--- config.mk ---
export PLATFORM = sky130hd
export DESIGN_NAME = sort_sum_detect
export DESIGN_NICKNAME = d
export VERILOG_FILES = /design/src/rtl/sort_pkg.sv /design/src/rtl/sort_hyst_fsm.sv /design/src/rtl/sort_sum_detect.sv
export SDC_FILE = /design/constraint.sdc
export NUM_CORES = 1
export LEC_CHECK = 0
export CAP_MARGIN = 20
export CORE_UTILIZATION = 46
export DETAILED_ROUTE_END_ITERATION = 7
export HOLD_SLACK_MARGIN = 0.15
export PLACE_DENSITY_LB_ADDON = 0.1
export SLEW_MARGIN = 20
export SYNTH_ARGS = -nofsm -noshare
export SYNTH_HDL_FRONTEND = slang
export SYNTH_SLANG_ARGS = --single-unit
--- constraint.sdc ---
create_clock -name clk -period 2.2 [get_ports clk]
set_input_delay 0.22 -clock clk [delete_from_list [all_inputs] [get_ports clk]]
set_output_delay 0.22 -clock clk [all_outputs]
set_load 0.02 [all_outputs]
--- src/rtl/sort_pkg.sv ---
// sort_pkg: shared constants, frame FSM encoding and width helper for the sort-sum
// detection slice.
package sort_pkg;

    typedef enum logic [1:0] {
        ST_COUNT  = 2'd0,
        ST_WAIT   = 2'd1,
        ST_REPORT = 2'd2
    } frame_state_e;

    function automatic int unsigned clog2(input int unsigned v);
        int unsigned r;
        r = 0;
        for (int unsigned p = 1; p < v; p = p << 1) begin
            r = r + 1;
        end
        return r;
    endfunction

    localparam int unsigned TOPK      = 16;
    localparam int unsigned SUM_SHIFT = clog2(TOPK);
    localparam int unsigned RND       = 8;

endpackage

--- src/rtl/sort_hyst_fsm.sv ---
// sort_hyst_fsm: hysteretic Detect flag; HOLD consecutive qualifying frames flip the
// flag, any non-qualifying frame restarts the run.
module sort_hyst_fsm
    import sort_pkg::*;
#(
    parameter int unsigned W    = 12,
    parameter int unsigned HOLD = 2
) (
    input  logic         clk,
    input  logic         rst_x,
    input  logic         AvgVld,
    input  logic [W-1:0] AvgOut,
    input  logic [W-1:0] ThrOn,
    input  logic [W-1:0] ThrOff,
    output logic         Detect
);

    localparam int unsigned HW        = clog2(HOLD + 1);
    localparam logic [HW-1:0] HOLD_LAST = HW'(HOLD - 1);

    logic [HW-1:0] hold_q;
    logic          det_q;
    logic          qual;

    // Only the threshold that can move the flag out of its current state is evaluated.
    always_comb begin
        qual = det_q ? (AvgOut < ThrOff) : (AvgOut >= ThrOn);
    end

    always_ff @(posedge clk or negedge rst_x) begin
        if (!rst_x) begin
            hold_q <= '0;
            det_q  <= 1'b0;
        end else if (AvgVld) begin
            if (!qual) begin
                hold_q <= '0;
            end else if (hold_q == HOLD_LAST) begin
                hold_q <= '0;
                det_q  <= ~det_q;
            end else begin
                hold_q <= hold_q + 1'b1;
            end
        end
    end

    assign Detect = det_q;

endmodule

--- src/rtl/sort_sum_detect.sv ---
// sort_sum_detect: frames the sorter's DataEn stream, reports the rounded top-16 average
// and max per frame, drives Detect. Optional PeakOut under SORT_DET_PEAK_EN.
module sort_sum_detect
    import sort_pkg::*;
#(
    parameter int unsigned W         = 12,
    parameter int unsigned FRAME_LEN = 64,
    parameter int unsigned LAT       = 2,
    parameter int unsigned HOLD      = 2
) (
    input  logic         clk,
    input  logic         rst_x,
    input  logic         DataEn,
    input  logic         FrameStart,
    input  logic [W-1:0] DataMax,
    input  logic [W+3:0] DataSumOut,
    input  logic [W-1:0] ThrOn,
    input  logic [W-1:0] ThrOff,
    output logic [W-1:0] AvgOut,
    output logic [W-1:0] MaxOut,
    output logic         AvgVld,
    output logic         Detect
`ifdef SORT_DET_PEAK_EN
    ,
    output logic [W-1:0] PeakOut
`endif
);

    localparam int unsigned   CW       = clog2(FRAME_LEN);
    localparam int unsigned   AW       = W + 5;
    localparam logic [CW-1:0] SMP_LAST = CW'(FRAME_LEN - 1);
    localparam logic [2:0]    LAT_LAST = 3'((LAT == 0) ? 0 : LAT - 1);

    frame_state_e  state_q;
    logic [CW-1:0] smp_cnt_q;
    logic [2:0]    lat_cnt_q;
    logic          rep_q;
    logic          avg_vld_q;
    logic [W-1:0]  avg_q;
    logic [W-1:0]  max_q;

    logic          smp_last;
    logic [W+4:0]  rnd_sum;
    logic [W:0]    avg_full;
    logic [W-1:0]  avg_d;

    assign smp_last = DataEn && (smp_cnt_q == SMP_LAST);

    always_comb begin
        rnd_sum  = {1'b0, DataSumOut} + AW'(RND);
        avg_full = (W + 1)'(rnd_sum >> SUM_SHIFT);
        avg_d    = avg_full[W] ? '1 : avg_full[W-1:0];
    end

    // FrameStart also drops a report already latched but not yet flagged, so an
    // aborted frame can never raise AvgVld.
    always_ff @(posedge clk or negedge rst_x) begin
        if (!rst_x) begin
            state_q   <= ST_COUNT;
            smp_cnt_q <= '0;
            lat_cnt_q <= '0;
            rep_q     <= 1'b0;
            avg_vld_q <= 1'b0;
            avg_q     <= '0;
            max_q     <= '0;
        end else if (FrameStart) begin
            state_q   <= ST_COUNT;
            smp_cnt_q <= DataEn ? CW'(1) : '0;
            lat_cnt_q <= '0;
            rep_q     <= 1'b0;
            avg_vld_q <= 1'b0;
        end else begin
            avg_vld_q <= rep_q;
            rep_q     <= 1'b0;
            if (DataEn) begin
                smp_cnt_q <= smp_last ? '0 : smp_cnt_q + 1'b1;
            end
            case (state_q)
                ST_COUNT: begin
                    if (smp_last) begin
                        state_q   <= (LAT == 0) ? ST_REPORT : ST_WAIT;
                        lat_cnt_q <= '0;
                    end
                end
                ST_WAIT: begin
                    if (lat_cnt_q == LAT_LAST) begin
                        state_q <= ST_REPORT;
                    end else begin
                        lat_cnt_q <= lat_cnt_q + 3'd1;
                    end
                end
                ST_REPORT: begin
                    avg_q   <= avg_d;
                    max_q   <= DataMax;
                    rep_q   <= 1'b1;
                    state_q <= ST_COUNT;
                end
                default: begin
                    state_q <= ST_COUNT;
                end
            endcase
        end
    end

    assign AvgOut = avg_q;
    assign MaxOut = max_q;
    assign AvgVld = avg_vld_q;

    sort_hyst_fsm #(
        .W    (W),
        .HOLD (HOLD)
    ) u_hyst (
        .clk    (clk),
        .rst_x  (rst_x),
        .AvgVld (avg_vld_q),
        .AvgOut (avg_q),
        .ThrOn  (ThrOn),
        .ThrOff (ThrOff),
        .Detect (Detect)
    );

`ifdef SORT_DET_PEAK_EN
    logic [W-1:0] peak_q;

    always_ff @(posedge clk or negedge rst_x) begin
        if (!rst_x) begin
            peak_q <= '0;
        end else if (FrameStart) begin
            peak_q <= '0;
        end else if (avg_vld_q && (max_q > peak_q)) begin
            peak_q <= max_q;
        end
    end

    assign PeakOut = peak_q;
`endif

endmodule

# After elaboration in Yosys (flattened, before gate mapping)
# Index checks and enable logic that the tools add are counted.
[totals]
out_inout_bits = 26
register_bits = 40
[classes]
reduce_logical = 8
bitwise_logic = 2
eq_ne = 8
order_cmp = 2
n_addsub = 4
muxes = 19
[op_table]
columns = ["cell", "n"]
rows = [
  ["6-bit 2-to-1 mux", 3],
  ["16-bit by 4-bit adder with 17-bit output, second input constant", 1],
  ["12-bit greater-or-equal comparator", 1],
  ["12-bit less-than comparator", 1],
  ["12-bit 2-to-1 mux", 1],
  ["2-bit 2-to-1 mux", 5],
  ["3-bit 2-to-1 mux", 3],
  ["3-bit inequality test, second input constant", 3],
  ["6-bit by 1-bit adder with 6-bit output, second input constant", 1],
  ["6-bit == test, second input constant", 1],
  ["3-bit case mux with 2 select lines", 1],
  ["3-bit AND reduction", 2],
  ["1-bit 2-to-1 mux", 5],
  ["2-bit by 1-bit == test with 1-bit output, second input constant", 2],
  ["2-bit case mux with 2 select lines", 1],
  ["2-bit AND reduction", 2],
  ["3-bit by 1-bit adder with 3-bit output, second input constant", 1],
  ["3-bit by 1-bit == test with 1-bit output, second input constant", 1],
  ["3-bit nonzero test", 1],
  ["2-bit by 1-bit adder with 2-bit output, second input constant", 1],
  ["2-bit == test, second input constant", 1],
  ["2-bit logical NOT", 1],
  ["1-bit inverter", 2],
  ["2-bit nonzero test", 1],
  ["1-bit logical AND", 1],
]

# Longest topological paths before layout
[depth]
ltp_word = 5
depth_mapped = 8
depth_no_buf = 8

# Cells and area by module
# From an unflattened synthesis, not the netlist that was laid out.
[unflattened]
hier_cells = 277
area_unflattened_um2 = 2497.4
[by_module_without_submodules]
columns = ["module", "cells_per_inst", "area_each_um2", "instances", "seq_area_each_um2"]
rows = [
  ["sort_sum_detect", 186, 1790.5, 1, 925.9],
  ["sort_hyst_fsm", 91, 706.9, 1, 75.1],
]

# Worst setup path before layout
# No wires, ideal clock.
[synth_path]
path_kind = "register to register"
start = "reg avg_q[9] (netlist: AvgOut[9])"
end = "reg u_hyst.det_q (netlist: u_hyst.Detect)"
stages_incl_launch_ff = 7
arrival_ns = 1.863
period_less_slack_ns = 1.984
slack_ns = 0.216
setup_ns = 0.121
n_path_buf = 0
cell_sequence = "dfrtp_1 ha_1 a21o_1 a21oi_1 nor2b_1 or4_1 o22a_1"
[synth_via]
elab_chain_cells = 3
word_cells_on_any_way = 4
cone_classes = "order compare (2); mux (1); reduce/logical (1)"
[synth_lines]
columns = ["element", "line_no", "text"]
rows = [
  ["start: declaration", "sort_sum_detect.sv:39", "logic [W-1:0] avg_q;"],
  ["start signal: assignment", "sort_sum_detect.sv:93", "avg_q <= avg_d;"],
  ["12-bit greater-or-equal comparator / 12-bit less-than comparator (equally long branches)", "sort_hyst_fsm.sv:27", "qual = det_q ? (AvgOut < ThrOff) : (AvgOut >= ThrOn);"],
  ["1-bit 2-to-1 mux (*)", "sort_hyst_fsm.sv:27", ""],
  ["3-bit AND reduction (no source line) (*)", "n/a", ""],
  ["end signal: assignment", "sort_hyst_fsm.sv:39", "det_q <= ~det_q;"],
  ["end: declaration", "sort_hyst_fsm.sv:22", "logic det_q;"],
]
# Mark *: on every way between the ends. The rest lies on a longest branch, timed or not.
# A chain may end at the register's enable or synchronous reset.

# Final worst setup path
[layout_path]
start = "in ThrOff[9]"
end = "reg u_hyst.det_q (netlist: u_hyst.Detect)"
[layout_via]
elab_chain_cells = 3
[layout_lines]
columns = ["element", "line_no", "text"]
rows = [
  ["start: declaration", "sort_sum_detect.sv:18", "input logic [W-1:0] ThrOff,"],
  ["12-bit less-than comparator", "sort_hyst_fsm.sv:27", ""],
  ["1-bit 2-to-1 mux", "sort_hyst_fsm.sv:27", ""],
  ["3-bit AND reduction (no source line)", "n/a", ""],
]
# No other way between the ends.

==> impl_metrics.py <==
metrics = {
    "status": {
        "status": "finished, final reports clean",
    },
    "synth": {
        "synth.yosys.seq_area_share_pct": 41.3,
        "synth_nets": 359,
        "yosysTopAreaCell": "dfrtp_1",
        "synth_compound_area_share_pct": 12.9,
        "yosys.cell_types.count": 43,
        "syn_area_per_cell_um2": 8.79,
        "syn_area_um2": 2430,
        "synth_warnings": 0,
        "synth_fa_ha_area_share_pct": 13.9,
        "synth_xor_area_share_pct": 3.61,
        "synth-seq-cells": 40,
        "async_flop_share_pct": 100,
        "synth_top_area_share_pct": 41.3,
        "muxShareOfSynthArea_pct": 0.877,
        "synth_top_family_by_area": "simple AND/OR/NAND/NOR gates",
        "yosys.area_share.simple_pct": 22.0,
        "synth_area_leaders": "dfrtp_1 (41%), ha_1 (14%), nand2_1 (7.4%)",
        "synth_ff_type": "dfrtp_1",
        "synth_edf_count": 0,
        "synth_cells": 276,
    },
    "setup_path": {
        "cpMaxStageDelayCell": "or4_1",
        "slowest_delay_ps": 560,
        "reg2reg_depth": 6,
        "cp-end-kind": "flip-flop",
        "required_ps": 2380,
        "worstPathCellList": "clkdlybuf4s50_1 > inv_1 > ha_1 > a21o_1 > a21oi_1 > nor2b_1 > or4_1 > o22a_1",
        "start_kind": "primary input",
        "crit_family": "simple AND/OR/NAND/NOR gates",
        "worst-setup-path-type": "in -> reg",
        "cp_data_arrival_time_ps": 2180,
        "cp_max_fo": 2,
        "rr_startpoint": "AvgOut[5]",
        "r2r_setup_slack_ps": 240,
        "r2r_end": "u_hyst.Detect",
        "cp_num_buf_inv": 2,
    },
    "global_routing": {
        "grt_pass1_wl_um": 9020,
        "grt_max_degree": 41,
        "grt_use_total_pct": 21.2,
        "grt_pass1_vias": 2154,
        "antenna_found_initial": 0,
        "overflow": 0,
    },
    "timing": {
        "worst_pin_slew_ps": 871,
        "timing.fmax_ghz": 0.500,
        "fin_crit_ps": 2000,
        "fin_skew_ps": 5.40,
        "period_share_pct": 90.9,
        "maxSlewViolCount": 0,
        "setup_viol": 0,
        "max_slew_margin_pct": 41.9,
        "rsz0062_at_grt": "no",
        "finalHoldViolations": 0,
        "setup_tns_ps": 0,
    },
    "final_layout": {
        "final_nets": 447,
        "syn_to_final_growth_pct": 42.0,
        "final_cell_mix": "clkdlybuf4s50_1 (77), nand2_1 (48), dfrtp_1 (40)",
        "final_cell_count_no_fill": 435,
        "drive_gt1_share_pct": 6.30,
        "antenna_cells": 0,
        "finish.utilization_pct": 67.4,
        "stdcell_area_um2": 3440,
        "layout_commonest_cell": "clkdlybuf4s50_1",
    },
    "route": {
        "drcViolationCount": 0,
        "ant_nets": 0,
        "num_vias": 2185,
        "wl_um": 5390,
        "vias_per_cell": 5.02,
        "wl_per_cell_um": 12.4,
        "first_pass_iters": 4,
        "drt_iter0_drc": 45,
    },
    "clock_network": {
        "cts_buffers": 5,
        "clock-sinks": 40,
        "htree_levels": 2,
        "clk_path_buf_depth": 2,
        "cts_tree": "done",
        "clk_pin_slew_ps": 80,
        "clk-insertion-delay-late_ps": 290,
        "clock-root-buffer": "clkbuf_8",
        "cts_setup_buffers": 0,
    },
    "min_path": {
        "hp-start": "DataMax[9]",
        "hold_depth": 3,
        "hold_end": "MaxOut[9]",
        "min_path_type": "in -> reg",
    },
    "floorplan": {
        "die_w_um": 74.6,
        "rows": 26,
        "start_util_pct": 47.5,
        "die_h_um": 74.6,
        "core_area_um2": 5110,
        "io_pins": 82,
        "dieArea_um2": 5570,
    },
    "placement": {
        "place.port_buffers": 78,
        "place_inst": 426,
        "dp_hpwl_um": 4140,
        "gp_congestion": 0.822,
        "placed_area_um2": 3320,
    },
    "power": {
        "power_uw": 1700,
        "pwr_density_cell_nw_per_um2": 493,
        "leakage_uw": 0.00169,
        "vdd_drop_max_v": 0.000406,
    },
    "flow_run": {
        "maxCapViolations": 0,
    },
}
-- power breakdown --
| group | switching (µW) | internal (µW) |
|---|---|---|
| combinational | 143 | 184 |
| sequential | 22.1 | 759 |
| clock | 254 | 335 |
| total | 419 | 1280 |
-- how the worst max path moves through the flow --
stage / start / endpoint / slack (ps) / depth (start not counted)
2_1_floorplan: AvgOut[9] / u_hyst.Detect / 220 / 6
3_3_place_gp: ThrOff[9] / u_hyst.hold_q[1] / -90 / 9
3_5_place_dp: ThrOff[9] / u_hyst.Detect / -110 / 8
4_1_cts: ThrOff[9] / u_hyst.Detect / 200 / 8
5_1_grt: ThrOff[9] / u_hyst.hold_q[1] / 80 / 9
6_report: ThrOff[9] / u_hyst.Detect / 200 / 8
-- cell usage after synthesis, types with 2 or more instances --
library cell  instances
nand2_1              48
o22a_1                2
a31oi_1               2
and3_1                5
or4_1                 2
nor2b_1               5
clkbuf_1              5
a21oi_1              18
and2_1                2
nor2_1               25
inv_1                30
nand4_1               4
xnor2_1               3
nand2b_1              3
nand3_1              10
o21ai_0              10
ha_1                 27
xor2_1                7
dfrtp_1              40
a21o_1                4
o21ai_1               2
-- tightest hold or removal path: cells and delay by family --
kind          cells  cell delay (ps)
buf+inv           1              390
simple gates      2               90
-- registers in the layout, indices dropped and copies added (netlist names) --
name,flops
u_hyst.Detect,1
rep_q,1
lat_cnt_q,3
state_q,2
u_hyst.hold_q,2
MaxOut,12
smp_cnt_q,6
AvgVld,1
AvgOut,12
-- layout make-up --
cell class / count / area [µm²]
clock buffers: 5 / 68.8
clock inverters: 3 / 42.5
fillers: 463 / 1660
inverters: 30 / 113
multi-input cells: 201 / 1290
flip-flops and latches: 40 / 1000
well taps: 70 / 87.6
repair buffers: 86 / 838
-- logic make-up after synthesis --
family	Yosys count
and+or+nand+nor	113
DFF	40
buffers and inverters	35
muxes	2
adders and majority gates	27
AOI/OAI and AO/OA	49
xor gates and xnor gates	10
-- through the flow --
step / worst slack (ps) / hold WS, ps
after floorplan: 216 / -75.6
after global placement: -89.0 / 380
after detailed placement: -114 / 388
after CTS: 200 / 436
after global routing: 77.5 / 461
final: 201 / 446
-- per-layer routing --
layer / up-vias / share of wire [%] / GRT usage (%)
met1: 1013 / 42 / 24.0
met2: 49 / 52 / 39.9
met4: 0 / 1.7 / 6.50
met3: 7 / 4.3 / 4.15
li1: 1116 / - / -
met5: - / 0 / 0
-- what timing repair did --
item	CTS	global route
endpoints found under the hold margin	40	0
hold buffers	1	0
resized for setup	0	0
Note: power is estimated with default switching activity, not from simulation.
